$ cat src/rtl/icache_dm.sv
// icache_dm: direct-mapped read-only instruction cache with zero-latency hits,
// multi-word block fill on miss, whole-cache invalidate and hit/miss counters.
module icache_dm #(
    parameter int SETS     = 16,
    parameter int BLKWORDS = 2,
    parameter int CNT_W    = 32
) (
    input  logic             CLK,
    input  logic             RST,
    input  logic             imemREN,
    input  logic [31:0]      imemaddr,
    output logic             ihit,
    output logic [31:0]      imemload,
    input  logic             inv,
    output logic             iREN,
    output logic [31:0]      iaddr,
    input  logic [31:0]      iload,
    input  logic             iwait,
    output logic             busy,
    output logic [CNT_W-1:0] hit_cnt,
    output logic [CNT_W-1:0] miss_cnt
);
    localparam int OFF_W = $clog2(BLKWORDS);
    localparam int IDX_W = $clog2(SETS);
    localparam int TAG_W = 30 - OFF_W - IDX_W;
    localparam int WC_W  = OFF_W > 0 ? OFF_W : 1;

    typedef enum logic {IDLE, FILL} state_t;
    state_t state, state_n;

    logic [SETS-1:0]  valid;
    logic [TAG_W-1:0] tags [SETS];
    logic [31:0]      data [SETS][BLKWORDS];
    logic [29:0]      waddr;
    logic [TAG_W-1:0] tag, miss_tag;
    logic [IDX_W-1:0] idx, miss_idx;
    logic [WC_W-1:0]  off, wcnt;
    logic             pend, hit, miss, take, last;
    logic             unused_lsb;

    assign unused_lsb = ^imemaddr[1:0];
    assign waddr = imemaddr[31:2];
    assign off   = WC_W'(waddr & 30'(BLKWORDS - 1));
    assign idx   = IDX_W'(waddr >> OFF_W);
    assign tag   = TAG_W'(waddr >> (OFF_W + IDX_W));
    assign hit   = state == IDLE && imemREN && valid[idx] && tags[idx] == tag;
    assign miss  = state == IDLE && imemREN && !hit;
    assign take  = state == FILL && !iwait;
    assign last  = wcnt == WC_W'(BLKWORDS - 1);

    always_ff @(posedge CLK) begin
        if (RST) state <= IDLE;
        else     state <= state_n;
    end

    always_comb begin
        state_n = state;
        if (state == IDLE) state_n = miss ? FILL : IDLE;
        else               state_n = take && last ? IDLE : FILL;
    end

    always_comb begin
        ihit     = hit;
        imemload = hit ? data[idx][off] : 32'h0;
        iREN     = state == FILL;
        busy     = state == FILL;
        iaddr    = state == FILL ? ((32'({miss_tag, miss_idx}) << OFF_W) | 32'(wcnt)) << 2 : 32'h0;
    end

    always_ff @(posedge CLK) begin
        if (RST) begin
            valid    <= '0;
            wcnt     <= '0;
            pend     <= 1'b0;
            hit_cnt  <= '0;
            miss_cnt <= '0;
        end else begin
            if (hit) hit_cnt <= hit_cnt + CNT_W'(1);
            if (miss) begin
                miss_cnt <= miss_cnt + CNT_W'(1);
                wcnt     <= '0;
            end
            if (inv && state == FILL) pend <= 1'b1;
            if (inv) valid <= '0;
            // An invalidate seen at any point of the fill, even on the last word, leaves the line invalid
            if (take) begin
                wcnt <= last ? '0 : wcnt + WC_W'(1);
                if (last) begin
                    valid[miss_idx] <= !(pend || inv);
                    pend            <= 1'b0;
                end
            end
        end
    end

    always_ff @(posedge CLK) begin
        if (miss) begin
            miss_tag <= tag;
            miss_idx <= idx;
        end
        if (take) data[miss_idx][wcnt] <= iload;
        if (take && last) tags[miss_idx] <= miss_tag;
    end
endmodule
$ cat config.mk
export PLATFORM = sky130hd
export DESIGN_NAME = icache_dm
export DESIGN_NICKNAME = d
export VERILOG_FILES = /design/src/rtl/icache_dm.sv
export SDC_FILE = /design/constraint.sdc
export NUM_CORES = 1
export LEC_CHECK = 0
export CAP_MARGIN = 20
export CORE_AREA = 4 4 335 337
export CTS_CLUSTER_SIZE = 40
export DETAILED_ROUTE_END_ITERATION = 7
export DIE_AREA = 0 0 339 341
export PLACE_DENSITY = 0.68
export SYNTH_ARGS = -nofsm -noshare
export SYNTH_HDL_FRONTEND = slang
export SYNTH_SLANG_ARGS = --single-unit
$ cat constraint.sdc
create_clock -name CLK -period 10.3 [get_ports CLK]
set_clock_uncertainty 0.1 [all_clocks]
set_input_delay 2.06 -clock CLK [delete_from_list [all_inputs] [get_ports CLK]]
set_output_delay 2.06 -clock CLK [all_outputs]
set_load 0.03 [all_outputs]
==> results.sh <==
export IMPL_worstPathRequired_ps=8140
export IMPL_die_area_sq_um=116000
export IMPL_drc_errors=0
export IMPL_initial_core_util=0.549
export IMPL_power_internal_w=0.0103
export IMPL_die_w_microns=339
export IMPL_timing_final_crit_share=0.900
export IMPL_htree_levels=4
export IMPL_path_buf_inv=4
export IMPL_outcome="completed"
export IMPL_hold_viol_final=0
export IMPL_fmax_mhz=108
export IMPL_setup_ws_ps=1030
export IMPL_swShare=0.203
export IMPL_area_growth_pct=15.0
export IMPL_wl_met3_microns=11300
export IMPL_worstPathCellList="buf_8 > nor2b_1 > a221oi_1 > nor3_1 > a2111oi_0 > or4_1 > nor4_4 > buf_4 > nand2_2 > buf_4 > a21oi_1 > clkdlybuf4s50_1"
export IMPL_max_stage_delay_ps=750
export IMPL_min_period_ps=9270
export IMPL_preCtsSetupSlack_ps=1050
export IMPL_multi_input_area_sq_um=13900
export IMPL_ys_ff_latch=1536
export IMPL_cts_resized_gates=0
export IMPL_power_density_nw_per_um2=189
export IMPL_cts_buffers=152
export IMPL_startpoint_type="input pin"
export IMPL_cts_root_buf="clkbuf_16"
export IMPL_clk_pin_slew_ps=60
export IMPL_wire_per_inst_microns=30.6
export IMPL_route_met2_wl_microns=72000
export IMPL_firstDrtPassIters=7
export IMPL_vias=29800
export IMPL_grtUsageTotal=0.246
export IMPL_die_y_microns=341
export IMPL_drive_gt1_frac=0.244
export IMPL_power_leakage_nw=21.5
export IMPL_rsz0062_at_grt="no"
export IMPL_crit_top_cell="buf_4"
export IMPL_highest_layer="met5"
export IMPL_cts_path_max_buffers=3
export IMPL_met1_length_microns=54800
export IMPL_tightest_slew_ps=1120
export IMPL_worst_hold_path_type="reg2reg"
export IMPL_syn_area_sq_um=59800
export IMPL_worst_setup_path_type="in2out"
export IMPL_power_frac_seq=0.532
export IMPL_ant_nets=0
export IMPL_fin_util=0.631
export IMPL_fillers=7216
export IMPL_via_per_inst=6.45
export IMPL_antenna_found_initial=2
export IMPL_slew_headroom=0.256
export IMPL_fin_setup_tns_ps=0
export IMPL_cp_end_kind="output pin"
export IMPL_switchingPower_w=0.00263
export IMPL_power_frac_comb=0.044
export IMPL_yosys_warnings=0
export IMPL_grt_overflow_total=0
export IMPL_synth_main_ff_cell="edfxtp_1"
export IMPL_post_cts_buffers=0
export IMPL_layout_commonest_cell="edfxtp_1"
export IMPL_grt_pass1_wl_microns=208000
export IMPL_cp_max_fo=69
export IMPL_total_power_w=0.0130
export IMPL_setup_viol=0
export IMPL_clk_latency_ps=740
export IMPL_async_flop_share=0
export IMPL_synth_seq_area_share=0.758
export IMPL_grt_max_degree=79
export IMPL_clock_power_share=0.424
export IMPL_layout_cells_non_filler=4622
export IMPL_numPortBuffers=195
export IMPL_dp_cells=4342
export IMPL_nets=3156
export IMPL_syn_avg_cell_area_sq_um=21.3
export IMPL_drv_cap=0
export IMPL_netlist_instances=2803
export IMPL_num_rows=121
export IMPL_ios=200
export IMPL_antennaDiodeCount=0
export IMPL_synth_edf_count=1453
export IMPL_cts_sinks=1536
export IMPL_hold_buffers=0
export IMPL_cts_tree="built"
export IMPL_gp_congestion=0.819
export IMPL_final_cell_mix="1453 x edfxtp_1, 419 x mux4_2, 187 x clkdlybuf4s50_1, 160 x clkbuf_16, 106 x nand2_1"
export IMPL_hpwlAfterDp_microns=74800
export IMPL_core_area_sq_um=109000
export IMPL_drt_initial_drc_count=3086
export IMPL_critPathArrivalTime_ps=7110
export IMPL_seqCellArea_sq_um=45300
export IMPL_crit_family="simple AND/OR/NAND/NOR gates"
export IMPL_wl_microns=141000
export IMPL_yosysUniqueCellTypes=63
export IMPL_slew_violations=0
export IMPL_vdd_drop_max_v=0.000149
export IMPL_grt_pass1_vias=30700
export IMPL_critPathSlowestCell="clkdlybuf4s50_1"
sequential cells by signal, summed over array words and instances (netlist names):
register and count:
data 1024, tags 400, hit_cnt 32, miss_cnt 32, miss_tag 25, valid 16
miss_idx 4, busy 1, last 1, pend 1
worst reg2reg max path: stages (launching register included):
cell	delay (ps)
edfxtp_1	360
mux4_1	490
mux4_2	530
xor2_1	190
or4_1	610
or4_1	910
o21ai_1	640
inv_1	560
buf_4	420
layout make-up:
type / count / area share
repair buffers: 279 / 0.0391
clock buffers: 201 / 0.0611
clock inverters: 76 / 0.0113
multi-input cells: 1090 / 0.202
flip-flops and latches: 1536 / 0.659
well taps: 1414 / 0.0257
inverters: 26 / 0.00142
power by group through the flow:
stage          Clock [W]  Sequential, W  Combinational, W
2_1_floorplan          0        0.00701          0.000359
3_3_place_gp           0        0.00702          0.000555
3_5_place_dp           0        0.00702          0.000570
4_1_cts          0.00559        0.00689          0.000571
5_1_grt          0.00588        0.00689          0.000607
6_report         0.00550        0.00689          0.000568
cells by family (layout without fill, tap and decap cells):
| logic type | Yosys count | after routing | share of synthesized area |
|---|---|---|---|
| buffers and inverters | 178 | 582 | 0.0135 |
| AOI/OAI and AO/OA | 150 | 150 | 0.0160 |
| muxes | 482 | 482 | 0.170 |
| and+or+nand+nor | 398 | 398 | 0.0344 |
| other | 1 | 2 | 0.0000627 |
| DFF | 1536 | 1536 | 0.758 |
| xor gates and xnor gates | 56 | 56 | 0.00821 |
| adders and majority gates | 2 | 2 | 0.000419 |
Yosys cell counts (all sizes together), types with 6 or more instances:
cell type  count  area, sq um
nand3b         6         45.0
mux4         423         9540
nand4         21          131
xnor2         39          342
nand2        107          402
dfxtp         83         1660
nor2b         13         81.3
buf           64          377
nor2          88          330
inv           26         97.6
a221oi        13          120
mux2i         51          510
or4           18          135
edfxtp      1453        43600
nand3         16         80.1
a2111oi        8         70.1
clkbuf        88          330
o22ai          6         37.5
o31ai         12         90.1
and2          34          213
mux2           8         90.1
and3          18          113
nand2b        15         93.8
xor2          17          149
nor4          17          128
a21oi         68          340
nor3          24          125
o21ai         18         90.1
per-stage QoR:
stage	hold WS (ps)	area, sq um
2_1_floorplan	336	59800
3_3_place_gp	357	63600
3_5_place_dp	353	63700
4_1_cts	368	68700
5_1_grt	401	68700
6_report	375	68700
per-layer routing:
layer	vias up	GRT usage
met1	16000	0.339
met4	2	0.0694
met2	1406	0.413
met5	-	0
met3	210	0.0416
li1	12300	-
final timing paths:
check	startpoint	endpoint	slack (ps)	cells past startpoint
worst min-delay path	pend	valid[14]	380	1
worst max-delay path	imemaddr[4]	imemload[1]	1030	12
worst max register to register	tags[3][1]	miss_tag[5]	5200	8
worst min register to register	pend	valid[14]	380	1
Note: power is estimated with default switching activity, not from simulation.
